--- src/rtl/regfile_ext.sv ---
// Two-read/one-write register file with read-modify-write ops, same-cycle
// write bypass, per-entry dirty flags and a background clear sweep.
module regfile_ext #(
    parameter int  WIDTH    = 8,
    parameter int  DEPTH    = 8,
    parameter bit  ZERO_REG = 1'b0,
    parameter bit  BYPASS   = 1'b1,
    localparam int AW       = $clog2(DEPTH)
) (
    input  logic             clk,
    input  logic             reset,
    input  logic             ld,
    input  logic [1:0]       op,
    input  logic [AW-1:0]    dest,
    input  logic [WIDTH-1:0] dataD,
    input  logic [AW-1:0]    srcA,
    input  logic [AW-1:0]    srcB,
    output logic [WIDTH-1:0] dataA,
    output logic [WIDTH-1:0] dataB,
    input  logic             clr_start,
    output logic             busy,
    output logic [DEPTH-1:0] dirty
);

    localparam logic [0:0] ST_IDLE  = 1'b0;
    localparam logic [0:0] ST_SWEEP = 1'b1;

    localparam logic [1:0] OP_WR   = 2'b00;
    localparam logic [1:0] OP_ADD  = 2'b01;
    localparam logic [1:0] OP_OR   = 2'b10;
    localparam logic [1:0] OP_ANDN = 2'b11;

    // Add wraps modulo 2^WIDTH by truncation to the result width.
    function automatic logic [WIDTH-1:0] rmw(input logic [1:0]       f_op,
                                             input logic [WIDTH-1:0] old,
                                             input logic [WIDTH-1:0] d);
        case (f_op)
            OP_WR:   rmw = d;
            OP_ADD:  rmw = old + d;
            OP_OR:   rmw = old | d;
            OP_ANDN: rmw = old & ~d;
            default: rmw = d;
        endcase
    endfunction

    // Addresses that map to a real, writable/readable entry.
    function automatic logic live_addr(input logic [AW-1:0] a);
        live_addr = (int'(a) < DEPTH) && !(ZERO_REG && (a == '0));
    endfunction

    logic [WIDTH-1:0] mem_q [DEPTH];
    logic [WIDTH-1:0] mem_d [DEPTH];
    logic [DEPTH-1:0] dirty_q, dirty_d;
    logic [0:0]       state_q, state_d;
    logic [AW-1:0]    idx_q, idx_d;

    logic             wr_ok;
    logic [WIDTH-1:0] old_val;
    logic [WIDTH-1:0] new_val;

    assign busy    = (state_q == ST_SWEEP);
    assign dirty   = dirty_q;
    assign wr_ok   = ld && !busy && live_addr(dest);
    assign old_val = live_addr(dest) ? mem_q[dest] : '0;
    assign new_val = rmw(op, old_val, dataD);

    always_comb begin
        dataA = live_addr(srcA) ? mem_q[srcA] : '0;
        if (BYPASS && wr_ok && (srcA == dest)) begin
            dataA = new_val;
        end
    end

    always_comb begin
        dataB = live_addr(srcB) ? mem_q[srcB] : '0;
        if (BYPASS && wr_ok && (srcB == dest)) begin
            dataB = new_val;
        end
    end

    // Writes are refused while sweeping, so the two updates never collide.
    always_comb begin
        mem_d   = mem_q;
        dirty_d = dirty_q;
        state_d = state_q;
        idx_d   = idx_q;
        if (wr_ok) begin
            mem_d[dest]   = new_val;
            dirty_d[dest] = 1'b1;
        end
        case (state_q)
            ST_IDLE: begin
                if (clr_start) begin
                    state_d = ST_SWEEP;
                    idx_d   = '0;
                end
            end
            default: begin
                mem_d[idx_q]   = '0;
                dirty_d[idx_q] = 1'b0;
                if (int'(idx_q) == DEPTH - 1) begin
                    state_d = ST_IDLE;
                    idx_d   = '0;
                end else begin
                    idx_d = idx_q + 1'b1;
                end
            end
        endcase
    end

    always_ff @(posedge clk) begin
        if (reset) begin
            mem_q   <= '{default: '0};
            dirty_q <= '0;
            state_q <= ST_IDLE;
            idx_q   <= '0;
        end else begin
            mem_q   <= mem_d;
            dirty_q <= dirty_d;
            state_q <= state_d;
            idx_q   <= idx_d;
        end
    end

endmodule

--- config.mk ---
export PLATFORM = sky130hd
export DESIGN_NAME = regfile_ext
export DESIGN_NICKNAME = d
export VERILOG_FILES = /design/src/rtl/regfile_ext.sv
export SDC_FILE = /design/constraint.sdc
export NUM_CORES = 1
export LEC_CHECK = 0
export CAP_MARGIN = 5
export CORE_AREA = 2 2 108 89
export CTS_CLUSTER_SIZE = 30
export DETAILED_ROUTE_END_ITERATION = 16
export DIE_AREA = 0 0 110 91
export PLACE_DENSITY = 0.9
export SYNTH_ARGS = -nofsm -noshare
export SYNTH_HDL_FRONTEND = slang
export SYNTH_SLANG_ARGS = --single-unit
export TNS_END_PERCENT = 100
--- constraint.sdc ---
create_clock -name clk -period 13.2 [get_ports clk]
set_input_delay 2.64 -clock clk [delete_from_list [all_inputs] [get_ports clk]]
set_output_delay 2.64 -clock clk [all_outputs]
set_load 0.005 [all_outputs]
* Word-level counts from Yosys, hierarchy flattened
Index checks and enable logic that the tools add are counted.
Storage, ports and cells: output and inout bits 25, register bits after elaboration 76, word-level logic and storage cells 82
Cells by class: bitwise gates (word level) 12, add/subtract/negate cells 2, muxes and demuxes 31, magnitude comparators 10, reductions and logical operators 10, equality and inequality tests 6
Operators by type and width (count):
- $mux W64 | 2
- $mux W8 | 12
- $bmux W8 S3 | 3
- $and A64 B64 Y64 | 1
- $bwmux W64 | 1
- $not A64 Y64 | 1
- $demux W8 S3 | 2
- $pmux W8 S4 | 1
- $and A8 B8 Y8 | 2
- $ge A4 B4 Y1 const B | 4
- $not A3 Y4 | 4
- $not A8 Y8 | 2
- $or A8 B8 Y8 | 2
- $mux W3 | 3
- $add A8 B8 Y8 | 1
- $lt A3 B4 Y1 const B | 2
- $lt A4 B1 Y1 const B | 2
- $logic_and A1 B1 Y1 | 7
- $demux W1 S3 | 2
- $eq A3 B3 Y1 | 2
- $ge A3 B1 Y1 const B | 2
- $mux W1 | 5
- $eq A2 B2 Y1 const B | 2
- $add A3 B1 Y3 const B | 1
- 5 further kinds | 5

* Longest topological paths before layout
Gate-level depths: netlist of run 1.
depth after elaboration 10, depth in mapped cells 14, depth with buffers taken out 11

* Least setup slack after synthesis of run 1
Ideal clock, no wire load.
path type input-to-output, start point input port dest[1], end point output port dataB[4], stages on the path 13, setup slack 5035 ps, path buffers 3, data arrival time 5525 ps, path through buf_4 -> buf_2 -> mux4_2 -> mux2i_1 -> inv_1 -> ha_1 -> fa_1 -> a21o_1 -> a21oi_2 -> xnor2_1 -> mux4_2 -> buf_2 -> o21ai_1
Between the ends: cells in the longest elaborated chain, start to end 7, elaborated cells on any way between the ends 11, those cells by class 1 x add/sub; 1 x eq/ne; 5 x mux; 3 x bitwise; 1 x reduce/logical
RTL lines:
- from (decl) | RTL line 14 | input logic [AW-1:0] dest,
- $not A3 Y4 (implied by the code) | RTL line 64 | assign old_val = live_addr(dest) ? mem_q[dest] : '0;
- $bmux W8 S3 | RTL line 64
- $mux W8 (implied by the code) (2 in a row) | RTL line 64
- $add A8 B8 Y8 (tied with other cells) | RTL line 39 | OP_ADD: rmw = old + d;
- $pmux W8 S4 | RTL line 37 | case (f_op)
- $mux W8 * | RTL line 76 | if (BYPASS && wr_ok && (srcB == dest)) begin
- to (decl) | RTL line 19 | output logic [WIDTH-1:0] dataB,
Every way passes the cells marked *; elsewhere a longest branch is shown, timed or not. The select of a mux whose other input is x is not followed.

* Final worst setup path of run 1
start point input port dest[0], end point output port dataA[7]
Between the ends: cells in the longest elaborated chain, start to end 7, elaborated cells on any way between the ends 11, those cells by class 1 x add/sub; 1 x eq/ne; 5 x mux; 3 x bitwise; 1 x reduce/logical
RTL lines:
- $not A3 Y4 (implied by the code) | RTL line 64
- $bmux W8 S3 | RTL line 64
- $mux W8 (implied by the code) (2 in a row) | RTL line 64
- $add A8 B8 Y8 (tied with other cells) | RTL line 39
- $pmux W8 S4 | RTL line 37
- $mux W8 * | RTL line 69 | if (BYPASS && wr_ok && (srcA == dest)) begin
- to (decl) | RTL line 18 | output logic [WIDTH-1:0] dataA,
Marked as above.

==> results.json, run 1 <==
{
  "vias_per_cell": 7.14,
  "yosysSeqAreaShare_pct": 28.5,
  "drc": 0,
  "clockBufferDepth": 2,
  "rsz0062_at_grt": "no",
  "finalSetupViolCount": 0,
  "synth_cells": 567,
  "synthArstFlopShare_pct": 0,
  "nNetsFinal": 645,
  "post_route_cells_drive_above_1_share_pct": 17.0,
  "clock-sinks": 76,
  "dr_total_vias": 5114,
  "io_buffers": 47,
  "cp.required_ns": 10.56,
  "drt_iter0_markers": 869,
  "drv_slew": 0,
  "arrival_ns": 7.06,
  "ff2ff_setup_slack_ns": 9.94,
  "place_area_sq_um": 5790,
  "syn_nets": 616,
  "cts_root_buffer": "clkbuf_8",
  "max_freq_mhz": 103,
  "grt_max_degree": 35,
  "ys_seq_elements": 76,
  "stdcell_area_sq_um": 6010,
  "place.gp.congestion": 0.990,
  "routed_wl_mm": 16.3,
  "hpwlAfterDp_mm": 11.5,
  "yosys_warnings": 0,
  "die-area_sq_um": 10000,
  "timing.rr.end": "mem_q[15]",
  "max-slew-margin-rel_pct": 26.2,
  "first_global_vias": 4956,
  "overflow": 0,
  "reg2reg_from": "mem_q[20]",
  "skew_ns": 0.0124,
  "die_x_microns": 110,
  "r2r_cells": 10,
  "p_leak_nw": 2.33,
  "area_growth_pct": 12.5,
  "final-hold-violation-count": 0,
  "diodes": 0,
  "crit_fanout": 26,
  "period_share_pct": 73.5,
  "finalSetupTns_ns": 0,
  "ir_worst_vdd_v": 0.0000550,
  "synth_ff_type": "dfxtp_1",
  "grt_pass1_wl_mm": 25.7,
  "min_to": "dirty[0]",
  "htreeDepth": 3,
  "rows": 31,
  "grt_use_total_pct": 33.8,
  "avgSynthCellArea_sq_um": 9.41,
  "p_per_area_nw_per_um2": 92.5,
  "clk_latency_ns": 0.36,
  "synth_edf_count": 0,
  "hold_class": "reg -> reg",
  "ios": 48,
  "synth.distinct_cells": 56,
  "cts_tree": "built",
  "antenna_found_initial": 0,
  "syn_area_sq_um": 5340,
  "cts_made_buffers": 9,
  "initial_core_util_pct": 60.1,
  "end_kind": "primary output",
  "hold-path-cell-count": 2,
  "cts_setup_buffers": 0,
  "wl_per_cell_microns": 22.8,
  "dieHeight_microns": 91,
  "cts_hold_buf": 0,
  "cp-start-kind": "input pin",
  "timing.hold.ws_ns": 0.470,
  "cts_resized": 0,
  "fin_crit_ns": 9.70,
  "worst_pin_slew_ns": 1.10,
  "drt-pass1-iter-count": 6,
  "status": "finished, final reports clean",
  "hp-start": "dirty[0]",
  "coreArea_sq_um": 8880,
  "postRouteAntennaNets": 0,
  "crit_type": "in -> out",
  "cap_violations": 0,
  "cts.clk_slew.worst_paths_ns": 0.08
}
==> power breakdown <==
group / leakage [nW] / total [mW] / internal, mW / switching, mW
combinational: 1.61 / 0.113 / 0.0466 / 0.0662
sequential: 0.616 / 0.243 / 0.236 / 0.00723
clock: 0.107 / 0.200 / 0.112 / 0.0881
==> kinds of logic (layout without fill, tap and decap cells) <==
kind of cell | count (synthesis) | in the layout | share of synthesized area (%)
buffers and inverters | 57 | 91 | 5.58
AND/OR/NAND/NOR | 167 | 167 | 14.3
XOR/XNOR | 10 | 10 | 1.64
flip-flops | 76 | 76 | 28.5
multiplexers | 76 | 76 | 25.0
adder cells (fa/ha/maj) | 26 | 26 | 6.24
AO/OA/AOI/OAI | 155 | 155 | 18.7
==> critical path: stages <==
cell and delay (ns):
clkdlybuf4s50_1 1.20, nor2_1 0.18, a22oi_1 0.23, nor2_1 0.07, a221oi_1 0.38, ha_1 0.38
a21oi_1 0.20, o21ai_0 0.18, mux2i_1 0.16, a211oi_2 0.76, o31ai_1 0.18, clkdlybuf4s50_1 0.48
==> registers in the layout, indices dropped and copies added, names as in the netlist <==
name,cells
idx_q,3
busy,1
dirty,8
mem_q,64
==> how the worst max path moves through the flow <==
stage | to | slack (ns) | start
5_1_grt | dataA[7] | 3.33 | dest[0]
6_report | dataA[7] | 3.50 | dest[0]
2_1_floorplan | dataB[4] | 5.04 | dest[1]
3_5_place_dp | dataA[7] | 3.74 | dest[0]
3_3_place_gp | dataA[6] | 3.88 | dest[1]
4_1_cts | dataA[7] | 3.72 | dest[0]
==> synthesized netlist by cell type, types with 11 or more instances <==
cell type	n	area share, %
mux2i_1	15	2.8
dfxtp_1	76	29
nor2_1	84	5.9
a21oi_1	43	4.0
a211oi_1	20	2.8
mux2_2	17	3.6
o21ai_0	38	3.6
o31ai_1	11	1.5
ha_1	25	5.9
nand3_1	22	2.1
nand2_1	29	2.0
clkbuf_1	14	0.98
mux4_2	44	19
inv_1	20	1.4
==> through the flow <==
stage	instances	util [%]	total power, mW	setup WS (ns)
5_1_grt	716	67.6	0.572	3.33
2_1_floorplan	567	-	0.320	5.04
4_1_cts	716	67.6	0.552	3.72
6_report	716	67.6	0.555	3.50
3_3_place_gp	700	65.2	0.351	3.88
3_5_place_dp	700	65.2	0.356	3.74
==> placed cells by master, fill, tap and decap left out, types with 2 or more instances in the layout <==
master	count
nor3_2	2
nand2_1	29
a31oi_1	7
o31ai_1	11
nand3_1	22
nor3b_1	3
mux2_2	17
a211oi_1	20
a221oi_1	3
o41ai_1	8
and2b_1	4
nand3b_1	2
nor2b_1	2
clkbuf_8	10
a31o_2	4
a22oi_1	2
nand4_1	2
bufinv_16	2
dfxtp_1	76
nand2b_1	4
mux4_2	44
clkdlybuf4s50_1	47
inv_1	20
ha_1	25
nor2_2	5
clkbuf_1	2
mux2i_1	15
o21ai_0	38
xnor2_1	9
a21o_1	6
nor2_1	84
o21ai_1	2
a21oi_1	43
buf_4	8
==> routing by layer <==
metal | wire length (microns) | up-vias | track usage [%]
met2 | 7150 | 459 | 50.6
met4 | 947 | 0 | 16.7
met3 | 2380 | 100 | 11.6
met1 | 5860 | 2384 | 43.4
li1 | - | 2171 | -
met5 | 0 | - | 0
==> area by class of cell <==
cell class | count | area [sq um]
timing repair buffer | 55 | 531
clock buffer | 12 | 145
fill | 659 | 2880
clock inverter | 4 | 72.6
multi-input combinational | 434 | 3520
tap | 115 | 144
inverter | 20 | 75.1
sequential | 76 | 1520
Note: power is estimated with default switching activity, not from simulation.
==> run 2, diff against run 1 <==
Settings changed: CORE_AREA 2 2 108 89 to 2 2 110 91, DIE_AREA 0 0 110 91 to 0 0 112 93, PLACE_DENSITY 0.9 to 0.87.
Clock period 13.2 ns to 9.8 ns, I/O delays scaled along.
==> run 2 against run 1 <==
  * Critical path depth stayed put
  * Via count is 0.39% lower
  * Die area is 4.1% higher
  * Clock-buffer cell count is 2 lower
  * First-iteration DRC count is 14% lower
  * Clock skew is 0.0055 ns lower
  * Sequential share of layout area is 0.14 points lower
  * Register-to-register slack worse by 3.5 ns
  * Clock power is 56% higher
==> results.json, run 2 (synthesized netlist as in run 1, its figures left out) <==
{
  "place.gp.congestion": 0.976,
  "arrival_ns": 6.64,
  "htreeDepth": 3,
  "routed_wl_mm": 16.9,
  "vias_per_cell": 7.11,
  "diodes": 0,
  "end_kind": "primary output",
  "cts_root_buffer": "clkbuf_16",
  "period_share_pct": 87.7,
  "finalSetupTns_ns": 0,
  "reg2reg_from": "mem_q[52]",
  "top_register": "mem_q",
  "filler_cell_count": 734,
  "final-hold-violation-count": 0,
  "cts_setup_buffers": 0,
  "p_per_area_nw_per_um2": 131,
  "cp.required_ns": 7.84,
  "power.total_uw": 790,
  "cp-start-kind": "input pin",
  "grt_use_total_pct": 32.7,
  "io_buffers": 47,
  "initial_core_util_pct": 57.0,
  "clk_latency_ns": 0.34,
  "most-common-layout-cells": "84 x nor2_1, 76 x dfxtp_1, 47 x clkdlybuf4s50_1, 44 x mux4_2, 43 x a21oi_1",
  "r2r_cells": 10,
  "drv_slew": 0,
  "worst_pin_slew_ns": 1.16,
  "dieHeight_microns": 93,
  "rsz0062_at_grt": "no",
  "critPathCapture": "dataB[3]",
  "crit_fanout": 21,
  "post_route_cells_drive_above_1_share_pct": 16.6,
  "hp-start": "dirty[1]",
  "die_x_microns": 112,
  "cts.clk_slew.worst_paths_ns": 0.06,
  "cts_made_buffers": 9,
  "multi_input_area_sq_um": 3520,
  "first_global_vias": 4784,
  "timing.rr.end": "mem_q[47]",
  "max_freq_mhz": 116,
  "max-slew-margin-rel_pct": 22.2,
  "area_growth_pct": 13.2,
  "finalSetupViolCount": 0,
  "clockBufferDepth": 2,
  "cap_violations": 0,
  "cts_tree": "built",
  "final-seq-area_sq_um": 1520,
  "skew_ns": 0.00686,
  "overflow": 0,
  "ios": 48,
  "die-area_sq_um": 10400,
  "final_common_cell": "nor2_1",
  "startpoint": "dest[2]",
  "wl_per_cell_microns": 23.5,
  "coreArea_sq_um": 9370,
  "hpwlAfterDp_mm": 11.7,
  "grt_max_degree": 27,
  "drt_iter0_markers": 749,
  "dr_total_vias": 5094,
  "drc": 0,
  "cts_hold_buf": 0,
  "grt_pass1_wl_mm": 26.2,
  "p_leak_nw": 2.34,
  "cts_resized": 0,
  "crit_type": "in -> out",
  "largest_register_ffs": 64,
  "clock-sinks": 76,
  "status": "finished, final reports clean",
  "antenna_found_initial": 0,
  "nNetsFinal": 642,
  "drt-pass1-iter-count": 6,
  "ff2ff_setup_slack_ns": 6.42,
  "ir_worst_vdd_v": 0.0000945,
  "fin_crit_ns": 8.60,
  "postRouteAntennaNets": 0,
  "hold_class": "reg -> reg",
  "rows": 32
}
-- run 2: through the flow --
step	utilization [%]	instance area, sq um	hold WS (ns)	setup slack [ns]	instances
after CTS	64.4	6040	0.475	1.37	716
after detailed placement	61.6	5770	0.460	1.37	701
after global routing	64.4	6040	0.501	1.07	716
final	64.4	6040	0.471	1.20	716
after floorplan	-	5340	0.464	3.00	567
after global placement	61.6	5770	0.454	1.55	701
-- run 2: final cells by class --
class	instances	share of cell area [%]
Multi-Input combinational cell	434	58.2
Sequential cell	76	25.2
Timing Repair Buffer	52	8.41
Clock buffer	10	3.79
Tap cell	119	2.47
Inverter	20	1.24
Clock inverter	5	0.642
-- run 2: report_power, final --
| part | switching (mW) | internal, mW |
|---|---|---|
| clock | 0.140 | 0.172 |
| sequential | 0.0115 | 0.318 |
| combinational | 0.0883 | 0.0613 |
-- run 2: how the worst min path moves through the flow --
stage	endpoint	slack [ns]	cells after the start
2_1_floorplan	mem_q[15]	0.46	2
3_3_place_gp	dirty[0]	0.45	2
3_5_place_dp	dirty[1]	0.46	2
4_1_cts	dirty[1]	0.47	2
5_1_grt	dirty[7]	0.50	2
6_report	dirty[1]	0.47	2
-- run 2: worst max-delay path, stage by stage --
cell and delay, ns:
clkdlybuf4s50_1 1.14, buf_4 0.38, mux4_2 0.32, mux2i_1 0.27, inv_1 0.12, ha_1 0.27, a211oi_1 0.35, nor2_1 0.15
o31ai_2 0.76, nor2_1 0.11, a21oi_1 0.22, clkdlybuf4s50_1 0.55
-- run 2: layer usage --
metal	up-vias	part of all wire, %	track usage (%)
met1	2390	37	42.4
met3	98	15	10.9
met4	0	4.9	15.5
li1	2179	-	-
met5	-	0	0
met2	427	44	49.7
==> patch: new RTL, config.mk and constraints of run 2 <==
The parameter `DEPTH` goes from 8 to 4.
--- a/src/rtl/regfile_ext.sv
+++ b/src/rtl/regfile_ext.sv
@@ -2,7 +2,7 @@
 // write bypass, per-entry dirty flags and a background clear sweep.
 module regfile_ext #(
     parameter int  WIDTH    = 8,
-    parameter int  DEPTH    = 8,
+    parameter int  DEPTH    = 4,
     parameter bit  ZERO_REG = 1'b0,
     parameter bit  BYPASS   = 1'b1,
     localparam int AW       = $clog2(DEPTH)
Ports: changed (resized dest, dirty, srcA and srcB); port bits go from 48 to 41. No check against the original RTL was run, so the function may have changed too.
==> patch against run 2 <==
- synthesized area decreased by 42%
- sequential cell count down 37
- sequential share of layout area down 4.3 points
- total power shrank 40%
- register-to-register slack better by 0.53 ns
- core utilization is 25 points lower
- routed wire length shrank 48%
- critical endpoint is now dataB[4]
- largest power group is now the clock network
- final cell count fell by 32%
- setup slack better by 0.55 ns
- design area down 38%
- clock skew fell by 0.0018 ns
- die area did not move
==> patch: results (changes against run 2) <==
Parameter                              Value

Global route
  Initial antenna violation count    0 (unchanged)
  Maximum number of pins on one net before global-route repair    28 (+3.7%)
  Total track usage    17.0% (-16 points)
  Met1 layer usage reported by global route    21.6% (-21 points)
  GR met3 Demand/Resource    3.37% (-7.5 points)
  Via count of the first global-routing pass    2,800 (-41%)
  First-pass GRT wire length    14,100 microns (-46%)
  Met2 layer usage reported by global route    28.5% (-21 points)

Logic synthesis
  Ys flop type    sky130_fd_sc_hd__dfxtp_1
  Sequential area share after synthesis    25.2% (-3.4 points)
  Ranking of synthesized cells by instance count    sky130_fd_sc_hd__dfxtp_1, sky130_fd_sc_hd__nand2_1, sky130_fd_sc_hd__a21oi_1, sky130_fd_sc_hd__ha_1, sky130_fd_sc_hd__nor2_1
  Proportion of register bits with asynchronous set or reset after synthesis    0% (unchanged)
  Number of nets produced by synthesis    387 (-37%)
  Largest cells by area after synthesis    sky130_fd_sc_hd__dfxtp_1, sky130_fd_sc_hd__mux4_2, sky130_fd_sc_hd__ha_1, sky130_fd_sc_hd__a21oi_1, sky130_fd_sc_hd__nand2_1
  Library cells used by synthesis    46 (-18%)
  Number of warnings printed during yosys synthesis    0 (unchanged)

Clock tree
  Clock Pin Slew Worst Setup and Hold Paths    0.06 ns (about the same)
  TritonCTS buffer count    5 (-4)
  Root cell of the clock tree    sky130_fd_sc_hd__clkbuf_16
  Clock latency reported for the late side of the worst-skew pair    0.29 ns (-0.05 ns)
  Total number of H-tree levels    2 (-1)
  Post-CTS Resized    0 (unchanged)
  Count of buffers added by post-CTS timing repair for setup    0 (unchanged)
  Worst-case clock buffer depth    2 (unchanged)

Hold path
  Hold Crit Class    reg -> reg

Cells and area
  Diode insertion count for antenna repair    0 (unchanged)
  Largest register by flop count    mem_q
  Flip-flop count of the largest register after layout    32 (-50%)
  Layout cell share with drive strength beyond 1    13.7% (-2.9 points)
  Final net count    413 (-36%)

Placement
  Setup WS pre-CTS    1.79 ns (+0.419 ns)
  Routability-driven placement congestion ratio    0.855 (-12%)
  Sum of net half-perimeters after detailed placement    6380 microns (-46%)
  Port Buf Inserts    40 (-15%)

Route
  Number of detailed-routing iterations run before antenna repair    5 (-1)
  DR WL/cell    18.2 microns (-23%)
  Post-DR vias/cell    5.80 (-18%)
  DRC marker count from the first detailed-route iteration    253 (-66%)

Outcome
  Status    finished clean

Power and ir drop
  Worst-case vdd ir drop    66.4 uV (-30%)
  Leakage power    1.39 nW (-41%)

Critical path
  Crit path max fanout    16 (-24%)
  Data arrival, critical path    6.08 ns (-0.56 ns)

STA
  Slew at the pin closest to its max-slew limit    1.14 ns (-0.0209 ns)
  Final setup skew    0.00507 ns (-0.00178 ns)
[patch: logic make-up after synthesis]
| family | synth area share, % |
|---|---|
| xor+xnor | 1.69 |
| fa+ha+maj | 11.9 |
| mux | 21.4 |
| compound gates | 20.4 |
| buf+inv | 5.80 |
| flops | 25.2 |
| simple gates | 13.6 |
[patch: power breakdown]
part	internal [W]	total, W	switching [W]	leakage, nW
Clock	0.000127	0.000194	0.0000675	0.0868
Sequential	0.000165	0.000172	0.00000657	0.317
Combinational	0.0000501	0.000108	0.0000582	0.982
Total	0.000342	0.000474	0.000132	1.39
[patch: path summary, 6_finish.rpt]
kind	from	endpoint	slack, ns	cells after the start
max	dest[0]	dataB[4]	1.76	10
min	dirty[0]	dirty[0]	0.47	2
max reg2reg	mem_q[0]	mem_q[14]	6.95	8
min reg2reg	dirty[0]	dirty[0]	0.47	2
[patch: through the flow]
step | instances | hold slack [ns] | instance area, sq um | total power, W
finish | 484 | 0.468 | 3730 | 0.000474
CTS | 484 | 0.475 | 3730 | 0.000475
global placement | 476 | 0.457 | 3560 | 0.000275
global route | 484 | 0.511 | 3730 | 0.000494
detailed placement | 476 | 0.461 | 3560 | 0.000281
floorplan | 338 | 0.453 | 3100 | 0.000243
[patch: critical path, cell delays in order]
cell and delay (ns):
sky130_fd_sc_hd__clkdlybuf4s50_1 1.07, sky130_fd_sc_hd__mux4_2 0.64, sky130_fd_sc_hd__ha_1 0.23, sky130_fd_sc_hd__fa_1 0.42
sky130_fd_sc_hd__a21oi_1 0.25, sky130_fd_sc_hd__o21bai_1 0.12, sky130_fd_sc_hd__xnor2_1 0.13, sky130_fd_sc_hd__mux4_2 0.55
sky130_fd_sc_hd__o21ai_1 0.17, sky130_fd_sc_hd__clkdlybuf4s50_1 0.53
[patch: cell type report]
type | instances | area (sq um)
Fill cell | 934 | 5640
Clock inverter | 2 | 35.0
Clock buffer | 6 | 139
Timing Repair Buffer | 40 | 400
Sequential cell | 39 | 781
Inverter | 23 | 86.3
Tap cell | 119 | 149
Multi-Input combinational cell | 255 | 2140
[patch: metal layers]
layer | vias to the layer above | share of wire, %
met5 | - | 0
met3 | 22 | 8.4
li1 | 1282 | -
met1 | 1364 | 41
met2 | 139 | 48
met4 | 0 | 2.6
